## src/rtl/alu_align_buffer_pkg.sv

```systemverilog
`default_nettype none
// +--------------------------------------------------------------------------+
// | alu_align_pkg                                                            |
// | Shared constants and helpers for the ALU output alignment buffer.        |
// | Revision: 1.0                                                            |
// +--------------------------------------------------------------------------+
package alu_align_pkg;

  // Width of every latency / alignment-point field.
  localparam int LAT_W = 3;

  // Width of the drop and mismatch counters.
  localparam int CNT_W = 16;

  // A record is the metadata followed by every channel field above it.
  function automatic int rec_width(input int num_ch, input int ch_w, input int meta_w);
    return meta_w + num_ch * ch_w;
  endfunction

endpackage
`default_nettype wire

```

## src/rtl/alu_align_buffer_if.sv

```systemverilog
`default_nettype none
// +--------------------------------------------------------------------------+
// | alu_align_buffer_if                                                      |
// | Tag, channel, configuration and record-drain signals of the buffer.      |
// | Revision: 1.0                                                            |
// +--------------------------------------------------------------------------+
interface alu_align_buffer_if #(
  parameter int NUM_CH = 4,
  parameter int CH_W   = 8,
  parameter int HASH_W = 32,
  parameter int META_W = 128
) ();
  import alu_align_pkg::*;

  logic                                         tag_v;
  logic [HASH_W-1:0]                            tag_hash;
  logic [META_W-1:0]                            tag_meta;
  logic [NUM_CH-1:0]                            ch_v;
  logic [NUM_CH*CH_W-1:0]                       ch_data;
  logic [NUM_CH-1:0]                            ch_en;
  logic [NUM_CH*LAT_W-1:0]                      cfg_lat;
  logic [LAT_W-1:0]                             cfg_align;
  logic                                         out_valid;
  logic                                         out_ready;
  logic [HASH_W-1:0]                            out_addr;
  logic [rec_width(NUM_CH, CH_W, META_W)-1:0]   out_data;
  logic                                         busy;
  logic                                         cfg_err;
  logic [CNT_W-1:0]                             drop_cnt;
  logic [CNT_W-1:0]                             mism_cnt;

  // Producer / consumer side: tags, channel results, config and drain ready.
  modport master (
    output tag_v, tag_hash, tag_meta, ch_v, ch_data, ch_en, cfg_lat, cfg_align, out_ready,
    input  out_valid, out_addr, out_data, busy, cfg_err, drop_cnt, mism_cnt
  );

  // Alignment buffer side.
  modport slave (
    input  tag_v, tag_hash, tag_meta, ch_v, ch_data, ch_en, cfg_lat, cfg_align, out_ready,
    output out_valid, out_addr, out_data, busy, cfg_err, drop_cnt, mism_cnt
  );

endinterface
`default_nettype wire

```

## src/rtl/alu_align_buffer_delay_line.sv

```systemverilog
`default_nettype none
// +--------------------------------------------------------------------------+
// | align_delay_line                                                         |
// | Shift register with a runtime tap; tap 0 is the input itself. Also       |
// | exposes bit 0 of every stage so callers can see in-flight valids.        |
// | Revision: 1.0                                                            |
// +--------------------------------------------------------------------------+
module align_delay_line
  import alu_align_pkg::*;
#(
  parameter int WIDTH = 1,
  parameter int DEPTH = 7
) (
  input  wire              clk,
  input  wire              rst,
  input  wire [WIDTH-1:0]  din_i,
  input  wire [LAT_W-1:0]  tap_i,
  output logic [WIDTH-1:0] dout_o,
  output logic [DEPTH-1:0] vld_o
);

  logic [WIDTH-1:0] stage_q [DEPTH];

  // Shift one stage per cycle; reset flushes every stage.
  always_ff @(posedge clk) begin
    if (rst) begin
      for (int k = 0; k < DEPTH; k++) stage_q[k] <= '0;
    end else begin
      stage_q[0] <= din_i;
      for (int k = 1; k < DEPTH; k++) stage_q[k] <= stage_q[k-1];
    end
  end

  // Tap k>0 is stage k-1; a tap beyond the line reads as zero.
  always_comb begin
    dout_o = '0;
    if (tap_i == '0) begin
      dout_o = din_i;
    end else begin
      for (int k = 1; k <= DEPTH; k++) begin
        if (int'(tap_i) == k) dout_o = stage_q[k-1];
      end
    end
  end

  for (genvar k = 0; k < DEPTH; k++) begin : g_vld
    assign vld_o[k] = stage_q[k][0];
  end

endmodule
`default_nettype wire

```

## src/rtl/alu_align_buffer.sv

```systemverilog
`default_nettype none
// +--------------------------------------------------------------------------+
// | alu_align_buffer                                                         |
// | Re-aligns per-channel ALU results to their packet tag, assembles one     |
// | record per tag and buffers records toward the feature-memory writer.     |
// | Revision: 1.0                                                            |
// +--------------------------------------------------------------------------+
module alu_align_buffer
  import alu_align_pkg::*;
#(
  parameter int NUM_CH     = 4,
  parameter int CH_W       = 8,
  parameter int HASH_W     = 32,
  parameter int META_W     = 128,
  parameter int MAX_LAT    = 7,
  parameter int FIFO_DEPTH = 8
) (
  input  wire               clk,
  input  wire               rst,
  alu_align_buffer_if.slave bus
);

  localparam int REC_W  = rec_width(NUM_CH, CH_W, META_W);
  localparam int ENT_W  = HASH_W + REC_W;
  localparam int TAG_W  = META_W + HASH_W + 1;
  localparam int PTR_W  = $clog2(FIFO_DEPTH);
  localparam int FCNT_W = PTR_W + 1;

  // Tag path: {meta, hash, valid}, taken at the alignment point.
  logic [TAG_W-1:0]   tag_tap;
  logic [MAX_LAT-1:0] tag_stage_v;

  align_delay_line #(.WIDTH(TAG_W), .DEPTH(MAX_LAT)) u_tag_line (
    .clk    (clk),
    .rst    (rst),
    .din_i  ({bus.tag_meta, bus.tag_hash, bus.tag_v}),
    .tap_i  (bus.cfg_align),
    .dout_o (tag_tap),
    .vld_o  (tag_stage_v)
  );

  // Channel paths: {data, valid}; a channel arriving lat cycles after its tag
  // needs only align-lat further cycles of delay to meet the tag.
  logic [CH_W:0]             ch_tap [NUM_CH];
  logic [NUM_CH*MAX_LAT-1:0] ch_stage_v_unused;

  for (genvar i = 0; i < NUM_CH; i++) begin : g_ch
    logic [LAT_W-1:0] tap;
    assign tap = bus.cfg_align - bus.cfg_lat[i*LAT_W +: LAT_W];

    align_delay_line #(.WIDTH(CH_W + 1), .DEPTH(MAX_LAT)) u_ch_line (
      .clk    (clk),
      .rst    (rst),
      .din_i  ({bus.ch_data[i*CH_W +: CH_W], bus.ch_v[i]}),
      .tap_i  (tap),
      .dout_o (ch_tap[i]),
      .vld_o  (ch_stage_v_unused[i*MAX_LAT +: MAX_LAT])
    );
  end

  // Record assembly: enabled channels without a valid read as zero and flag a mismatch.
  logic              rec_v;
  logic              rec_miss;
  logic [HASH_W-1:0] rec_hash;
  logic [REC_W-1:0]  rec_data;

  always_comb begin
    rec_v    = tag_tap[0];
    rec_hash = tag_tap[HASH_W:1];
    rec_miss = 1'b0;
    rec_data = '0;
    rec_data[META_W-1:0] = tag_tap[TAG_W-1 -: META_W];
    for (int i = 0; i < NUM_CH; i++) begin
      if (bus.ch_en[i]) begin
        if (ch_tap[i][0]) rec_data[META_W + i*CH_W +: CH_W] = ch_tap[i][CH_W:1];
        else              rec_miss = 1'b1;
      end
    end
  end

  // An enabled channel arriving after the alignment point can never be aligned.
  logic cfg_err_w;
  always_comb begin
    cfg_err_w = 1'b0;
    for (int i = 0; i < NUM_CH; i++) begin
      if (bus.ch_en[i] && (bus.cfg_lat[i*LAT_W +: LAT_W] > bus.cfg_align)) cfg_err_w = 1'b1;
    end
  end

  // Busy while any tag sits between the input and the alignment tap.
  logic busy_w;
  always_comb begin
    busy_w = 1'b0;
    for (int k = 1; k <= MAX_LAT; k++) begin
      if (k <= int'(bus.cfg_align)) busy_w = busy_w | tag_stage_v[k-1];
    end
  end

  // Record FIFO and counters.
  logic [ENT_W-1:0]  mem_q [FIFO_DEPTH];
  logic [PTR_W-1:0]  wr_ptr_q, wr_ptr_d, rd_ptr_q, rd_ptr_d;
  logic [FCNT_W-1:0] count_q, count_d;
  logic [CNT_W-1:0]  drop_q, drop_d, mism_q, mism_d;
  logic              deq, full, enq;

  // Next-state: a dequeue in the same cycle frees the slot for a full-FIFO enqueue.
  always_comb begin
    deq      = (count_q != '0) && bus.out_ready;
    full     = (count_q == FCNT_W'(FIFO_DEPTH));
    enq      = rec_v && (!full || deq);
    wr_ptr_d = wr_ptr_q + PTR_W'(enq);
    rd_ptr_d = rd_ptr_q + PTR_W'(deq);
    count_d  = count_q + FCNT_W'(enq) - FCNT_W'(deq);
    drop_d   = drop_q;
    mism_d   = mism_q;
    if (rec_v && !enq && (drop_q != '1))    drop_d = drop_q + CNT_W'(1);
    if (rec_v && rec_miss && (mism_q != '1)) mism_d = mism_q + CNT_W'(1);
  end

  // Register FIFO state and storage; reset empties everything including storage.
  always_ff @(posedge clk) begin
    if (rst) begin
      wr_ptr_q <= '0;
      rd_ptr_q <= '0;
      count_q  <= '0;
      drop_q   <= '0;
      mism_q   <= '0;
      for (int k = 0; k < FIFO_DEPTH; k++) mem_q[k] <= '0;
    end else begin
      wr_ptr_q <= wr_ptr_d;
      rd_ptr_q <= rd_ptr_d;
      count_q  <= count_d;
      drop_q   <= drop_d;
      mism_q   <= mism_d;
      if (enq) mem_q[wr_ptr_q] <= {rec_hash, rec_data};
    end
  end

  assign bus.out_valid               = (count_q != '0);
  assign {bus.out_addr, bus.out_data} = mem_q[rd_ptr_q];
  assign bus.busy                    = busy_w;
  assign bus.cfg_err                 = cfg_err_w;
  assign bus.drop_cnt                = drop_q;
  assign bus.mism_cnt                = mism_q;

endmodule
`default_nettype wire

```

## src/flat_wrapper.sv

```systemverilog
// flat-port wrapper written by rule: the top's interface ports become plain ports
module alu_align_buffer_flat import alu_align_pkg::*;
#(
  parameter int NUM_CH     = 4,
  parameter int CH_W       = 8,
  parameter int HASH_W     = 32,
  parameter int META_W     = 128,
  parameter int MAX_LAT    = 7,
  parameter int FIFO_DEPTH = 8
)
  (clk, rst, bus_tag_v, bus_tag_hash, bus_tag_meta, bus_ch_v, bus_ch_data, bus_ch_en, bus_cfg_lat, bus_cfg_align, bus_out_ready, bus_out_valid, bus_out_addr, bus_out_data, bus_busy, bus_cfg_err, bus_drop_cnt, bus_mism_cnt);
  alu_align_buffer_if #(.NUM_CH(NUM_CH), .CH_W(CH_W), .HASH_W(HASH_W), .META_W(META_W)) bus_i ();
  input  wire clk;
  input  wire rst;
  input wire logic [$bits(bus_i.tag_v)-1:0] bus_tag_v;
  input wire logic [$bits(bus_i.tag_hash)-1:0] bus_tag_hash;
  input wire logic [$bits(bus_i.tag_meta)-1:0] bus_tag_meta;
  input wire logic [$bits(bus_i.ch_v)-1:0] bus_ch_v;
  input wire logic [$bits(bus_i.ch_data)-1:0] bus_ch_data;
  input wire logic [$bits(bus_i.ch_en)-1:0] bus_ch_en;
  input wire logic [$bits(bus_i.cfg_lat)-1:0] bus_cfg_lat;
  input wire logic [$bits(bus_i.cfg_align)-1:0] bus_cfg_align;
  input wire logic [$bits(bus_i.out_ready)-1:0] bus_out_ready;
  output wire logic [$bits(bus_i.out_valid)-1:0] bus_out_valid;
  output wire logic [$bits(bus_i.out_addr)-1:0] bus_out_addr;
  output wire logic [$bits(bus_i.out_data)-1:0] bus_out_data;
  output wire logic [$bits(bus_i.busy)-1:0] bus_busy;
  output wire logic [$bits(bus_i.cfg_err)-1:0] bus_cfg_err;
  output wire logic [$bits(bus_i.drop_cnt)-1:0] bus_drop_cnt;
  output wire logic [$bits(bus_i.mism_cnt)-1:0] bus_mism_cnt;
  assign bus_i.tag_v = bus_tag_v;
  assign bus_i.tag_hash = bus_tag_hash;
  assign bus_i.tag_meta = bus_tag_meta;
  assign bus_i.ch_v = bus_ch_v;
  assign bus_i.ch_data = bus_ch_data;
  assign bus_i.ch_en = bus_ch_en;
  assign bus_i.cfg_lat = bus_cfg_lat;
  assign bus_i.cfg_align = bus_cfg_align;
  assign bus_i.out_ready = bus_out_ready;
  assign bus_out_valid = bus_i.out_valid;
  assign bus_out_addr = bus_i.out_addr;
  assign bus_out_data = bus_i.out_data;
  assign bus_busy = bus_i.busy;
  assign bus_cfg_err = bus_i.cfg_err;
  assign bus_drop_cnt = bus_i.drop_cnt;
  assign bus_mism_cnt = bus_i.mism_cnt;
  alu_align_buffer #(.NUM_CH(NUM_CH), .CH_W(CH_W), .HASH_W(HASH_W), .META_W(META_W), .MAX_LAT(MAX_LAT), .FIFO_DEPTH(FIFO_DEPTH)) u_core (.clk(clk), .rst(rst), .bus(bus_i));
endmodule
```

## config.mk

```make
export PLATFORM = sky130hd
export DESIGN_NAME = alu_align_buffer_flat
export DESIGN_NICKNAME = d
export VERILOG_FILES = /design/src/rtl/alu_align_buffer_pkg.sv /design/src/rtl/alu_align_buffer_if.sv /design/src/rtl/alu_align_buffer_delay_line.sv /design/src/rtl/alu_align_buffer.sv /design/src/flat_wrapper.sv
export SDC_FILE = /design/constraint.sdc
export NUM_CORES = 2
export LEC_CHECK = 0
export CORE_MARGIN = 1
export CORE_UTILIZATION = 60
export DETAILED_ROUTE_END_ITERATION = 7
export PLACE_DENSITY = 0.8
export SETUP_SLACK_MARGIN = 0.05
export SYNTH_ARGS = -nofsm -noshare
export SYNTH_HDL_FRONTEND = slang
export SYNTH_HIERARCHICAL = 1
export SYNTH_SLANG_ARGS = --single-unit
export TNS_END_PERCENT = 30
```

## constraint.sdc

```tcl
create_clock -name clk -period 20.8 [get_ports clk]
set_clock_uncertainty 0.05 [all_clocks]
set_input_delay 6.24 -clock clk [delete_from_list [all_inputs] [get_ports clk]]
set_output_delay 6.24 -clock clk [all_outputs]
set_load 0.02 [all_outputs]
```

Yosys cells after proc, flatten, opt, wreduce, memory -nomap -nowiden. Memories as Yosys holds them, arrays and structs flattened. A register that Yosys moved wholly into a read port is not among the register bits. Index checks and enable logic that the tools add are counted.

Bits in writable memories: 2915. Word-level logic and storage cells: 243. Bits in registers: 42. Output and inout port bits: 227. Input port bits: 219. Memories kept: 6.

Memory list: u_core.mem_q (words 8, bits a word 192, read ports 1, clocked after memory_dff 1, wr ports 8, RTL line alu_align_buffer.sv:100) `logic [ENT_W-1:0] mem_q [FIFO_DEPTH];`; u_core.u_tag_line.stage_q (words 7, bits a word 161, read ports 7, clocked after memory_dff 0, wr ports 7, RTL line alu_align_buffer_delay_line.sv:22) `logic [WIDTH-1:0] stage_q [DEPTH];`; u_core.g_ch[0].u_ch_line.stage_q (words 7, bits a word 9, read ports 7, clocked after memory_dff 0, wr ports 7, RTL line alu_align_buffer_delay_line.sv:22); u_core.g_ch[1].u_ch_line.stage_q (words 7, bits a word 9, read ports 7, clocked after memory_dff 0, wr ports 7, RTL line alu_align_buffer_delay_line.sv:22); u_core.g_ch[2].u_ch_line.stage_q (words 7, bits a word 9, read ports 7, clocked after memory_dff 0, wr ports 7, RTL line alu_align_buffer_delay_line.sv:22); u_core.g_ch[3].u_ch_line.stage_q (words 7, bits a word 9, read ports 7, clocked after memory_dff 0, wr ports 7, RTL line alu_align_buffer_delay_line.sv:22).

Multiplexer cells: 112. $lt $le $gt $ge: 11. Bitwise logic cells: 41. Reduce and logical (&&, ||, !) cells: 20. Add/subtract/negate cells: 10. Equal/unequal tests: 38.

Operators with widths (number): $mux W161 (15); $mux W9 (60); $mux W192 (1); $reduce_or A192 Y1 (1); $mux W8 (8); $eq A3 B3 Y1 const B (20); $or A1 B1 Y1 (41); $add A16 B1 Y16 const B (2); $ne A16 B16 Y1 const B (2); $eq A3 B2 Y1 const B (10); $mux W1 (26); $eq A3 B1 Y1 const B (5); $logic_not A3 Y1 (5); $gt A3 B3 Y1 (4); $le A3 B3 Y1 const A (4); $sub A3 B3 Y3 (4); $logic_and A1 B1 Y1 (10); $add A3 B1 Y3 (2); $le A2 B3 Y1 const A (2); $mux W3 (2); $add A4 B1 Y4 (1); $eq A4 B4 Y1 const B (1); $reduce_bool A4 Y1 (1); $sub A4 B1 Y4 (1); other kinds (3) (4).

Depth between registers and ports, before layout.
Word-level depth: 20. Gate-level depth with buffers: 17. Gate-level depth less buffers: 14.

By module. Netlist, hierarchy kept.

Modules (own cells, without submodules): alu_align_buffer (sequential area each 46965.0 µm², area an instance 70074.7 µm², times used 1, cells an instance 4296); align_delay_line (u_core.u_tag_line) (sequential area each 22561.6 µm², area an instance 40089.7 µm², times used 1, cells an instance 3700); align_delay_line (u_core.g_ch[0].u_ch_line ...) (sequential area each 1261.2 µm², area an instance 2568.7 µm², times used 4, cells an instance 246).

Worst setup path before layout. No wires, ideal clock.

Path type: input -> output. Start: input bus_cfg_lat[7]. End: output bus_cfg_err. Cell stages on the path: 6. Arrival: 7.061 ns. Setup slack: 7.449 ns. Cells stage by stage: inv_1 -> ha_1 -> nor2b_1 -> o21ai_0 -> nand3b_1 -> nand4_1.

Word-level cells in the longest chain between the ends: 4.

Ends and longest elaborated chain: start, declared (RTL line flat_wrapper.sv:21) `input wire logic [$bits(bus_i.cfg_lat)-1:0] bus_cfg_lat;`; $gt A3 B3 Y1 (RTL line alu_align_buffer.sv:86) `if (bus.ch_en[i] && (bus.cfg_lat[i*LAT_W +: LAT_W] > bus.cfg_align)) cfg_err_w = 1'b1;`; $logic_and A1 B1 Y1 (RTL line alu_align_buffer.sv:86); $mux W1 (2 in a row) (RTL line alu_align_buffer.sv:86); end, declared (RTL line flat_wrapper.sv:28) `output wire logic [$bits(bus_i.cfg_err)-1:0] bus_cfg_err;`.

Every way passes these cells.

Final worst setup path.
Start: input bus_cfg_align[2]. End: output bus_busy.

Word-level cells in the longest chain between the ends: 14. Elaborated cells on any way between the ends: 20. Classes of those cells: order compare (7); mux (7); bitwise (6).

Ends and longest elaborated chain: start, declared (RTL line flat_wrapper.sv:22) `input wire logic [$bits(bus_i.cfg_align)-1:0] bus_cfg_align;`; $le A1 B3 Y1 (RTL line alu_align_buffer.sv:95) `if (k <= int'(bus.cfg_align)) busy_w = busy_w | tag_stage_v[k-1];`; $mux W1 (RTL line alu_align_buffer.sv:95); $or A1 B1 Y1 (RTL line alu_align_buffer.sv:95); $mux W1 (RTL line alu_align_buffer.sv:95); $or A1 B1 Y1 (RTL line alu_align_buffer.sv:95); $mux W1 (RTL line alu_align_buffer.sv:95); $or A1 B1 Y1 (RTL line alu_align_buffer.sv:95); $mux W1 (RTL line alu_align_buffer.sv:95); $or A1 B1 Y1 (RTL line alu_align_buffer.sv:95); $mux W1 (RTL line alu_align_buffer.sv:95); $or A1 B1 Y1 (RTL line alu_align_buffer.sv:95); $mux W1 (RTL line alu_align_buffer.sv:95); $or A1 B1 Y1 (RTL line alu_align_buffer.sv:95); $mux W1 (*) (RTL line alu_align_buffer.sv:95); end, declared (RTL line flat_wrapper.sv:27) `output wire logic [$bits(bus_i.busy)-1:0] bus_busy;`.

Mark *: on every way between the ends. The rest lies on a longest branch, timed or not.

==> qor.csv <==
metric;value;unit
placed instance count;11460;
CTS buffer count;312;
Vias/cell;6.041;
die height;449.6;µm
worst-margin pin slew;1.179;ns
crit path max fanout;100;
Peak VDD IR;0.09189;mV
die footprint;0.2022;mm²
Setup Total Neg Slack;0;ns
sequential power share;44.8;%
Initial Util;60.65;%
initial antenna violation count;31;
pin count of the biggest net entering global routing;249;
filler cell count;13280;
CTS tree;done;
critical path class;input pin to output port;
Vias;72710;
worst reg2reg setup slack;15.30;ns
# resized after CTS;0;
startpoint types;input pin;
Core Footprint;0.1982;mm²
RSZ-0062 raised after global routing;false;
critical path's slowest cell;buf_4;
clock transition at the registers of the reported paths;0.06;ns
Lkg Pwr;50.68;nW
setup violators final;0;
Slew HR;21.37;%
Synth Cell Area;0.1202;mm²
Fmax;64.39;MHz
Residual DRC;0;
IO buf count;445;
clk sinks;2957;
Int Pwr;10.73;mW
All-Layer GR Usage;29.74;%
Final Slew Violations;0;
vias in the first global route;75510;
CTS Buffer Depth;4;
grt ovf;0;
DRT antenna net count;0;
num ports;446;
WL per Instance;25.22;µm
Detailed Route Iter0 Violations;7250;
slowest cell delay on critical path;0.90;ns
Root Driver;clkbuf_16;
hold_buf cts;0;
Yosys Warn Count;6;
first-pass GRT wire length;459.7;mm
combinational power share;17.3;%
final hold viol count;0;
Tmin final;15.53;ns
Post-Layout Cell Count;12040;
synthesis-to-layout area growth;13.15;%
Row Count;163;
Net Switching;3.712;mW
share of cells above drive strength 1;14.91;%
Max Cap Viol;0;
crit share post-route;74.67;%
syn_nets;9200;
drt total wl;303.5;mm
worst path arrival time;9.24;ns
chip width;449.6;µm
Power Dens Cells;106.2;mW/mm²
Clk Latency, worst-skew pair;0.94;ns
CP Capture Type;output port;
syn avg cell area;13.43;µm²
fraction of power spent switching nets;25.70;%
DRT Pass-1 Iters;5;
Post-CTS Setup Bufs;0;
Cells after Synth;8952;
layout net count;9385;
Hold Path Class;register to register;
Crit path required time;14.51;ns
placer's final routability congestion estimate;0.8020;
H-tree depth;5;
status;finished clean;
ordered list of cells on the worst path;buf_8 > buf_4 > o21ai_0 > o211ai_1 > a22o_1 > clkdlybuf4s50_1;
Clock Power Share;37.9;%
hpwl dp;163.3;mm
==> state kept, by name (all words and copies together) (netlist names) <==
name / count
u_core/mem_q: 1536
u_core/bus.mism_cnt: 16
u_core/rd_ptr_q: 3
u_core/wr_ptr_q: 3
u_core/g_ch.u_ch_line/stage_q: 252
u_core/bus.drop_cnt: 16
u_core/count_q: 4
u_core/u_tag_line/stage_q: 1127
==> per-layer routing <==
metal / share of wire, % / global-route usage (%) / vias up
li1: - / - / 32230
met1: 40 / 39.05 / 37020
met2: 49 / 49.00 / 2903
met3: 7.1 / 4.795 / 559
met4: 4.2 / 12.97 / 2
met5: 0.0040 / 0 / -
==> cell usage in the layout (no fill, tap or decap), types with 75 or more instances in the layout <==
master,instances
edfxtp_1,1536
mux2_1,107
mux4_2,384
clkbuf_1,75
a211oi_1,188
nor2_1,486
a221oi_1,161
mux2_2,404
nand2_1,83
clkbuf_16,327
o22ai_1,161
clkdlybuf4s50_1,441
buf_4,85
and2_1,1287
nor2b_1,1392
dfxtp_1,1418
a21o_1,162
==> area by class of cell <==
type / instances / area [µm²] / area share [%]
antenna: 18 / 45.04 / 0.03311
clock buffer: 456 / 9169 / 6.740
clock inverter: 98 / 924.6 / 0.6797
inverter: 32 / 120.1 / 0.08830
multi-input combinational: 5289 / 42480 / 31.23
sequential: 2957 / 74580 / 54.83
tap: 2640 / 3303 / 2.428
timing repair buffer: 545 / 5413 / 3.979
==> power by group through the flow <==
stage / clock [mW] / sequential, mW / combinational [mW]
global route: 5.78 / 6.49 / 2.62
floorplan: 0 / 6.57 / 1.63
global placement: 0 / 6.57 / 2.47
finish: 5.48 / 6.47 / 2.50
CTS: 5.55 / 6.47 / 2.52
detailed placement: 0 / 6.59 / 2.49
==> worst paths after layout <==
path | startpoint | to | cells after the start
worst max-delay path | bus_cfg_align[2] | bus_busy | 6
worst min-delay path | u_core/g_ch[2].u_ch_line/stage_q[0][39]$_SDFF_PP0_ | u_core/g_ch[2].u_ch_line/stage_q[0][48]$_SDFF_PP0_ | 1
worst max register to register | u_core/u_tag_line/stage_q[0][322]$_SDFF_PP0_ | u_core/mem_q[4][43]$_SDFFCE_PN0P_ | 12
worst min register to register | u_core/g_ch[2].u_ch_line/stage_q[0][39]$_SDFF_PP0_ | u_core/g_ch[2].u_ch_line/stage_q[0][48]$_SDFF_PP0_ | 1
==> per-stage QoR <==
step | area, µm² | setup WS, ns | hold WS (ns) | power, mW | util, %
3_3_place_gp | 125900 | 5.373 | 0.3829 | 9.044 | 63.51
6_report | 136000 | 5.269 | 0.3670 | 14.44 | 68.62
4_1_cts | 136000 | 5.264 | 0.3696 | 14.53 | 68.60
5_1_grt | 136000 | 5.226 | 0.3827 | 14.89 | 68.62
2_1_floorplan | 120200 | 7.449 | 0.3799 | 8.193 | -
3_5_place_dp | 125900 | 5.287 | 0.3949 | 9.085 | 63.51
==> worst max-delay path, delay by kind of cell <==
| family | cells | cell delay [ns] |
|---|---|---|
| buffers and inverters | 3 | 2.14 |
| AOI/OAI and AO/OA | 3 | 0.79 |
Note: power is estimated with default switching activity, not from simulation.
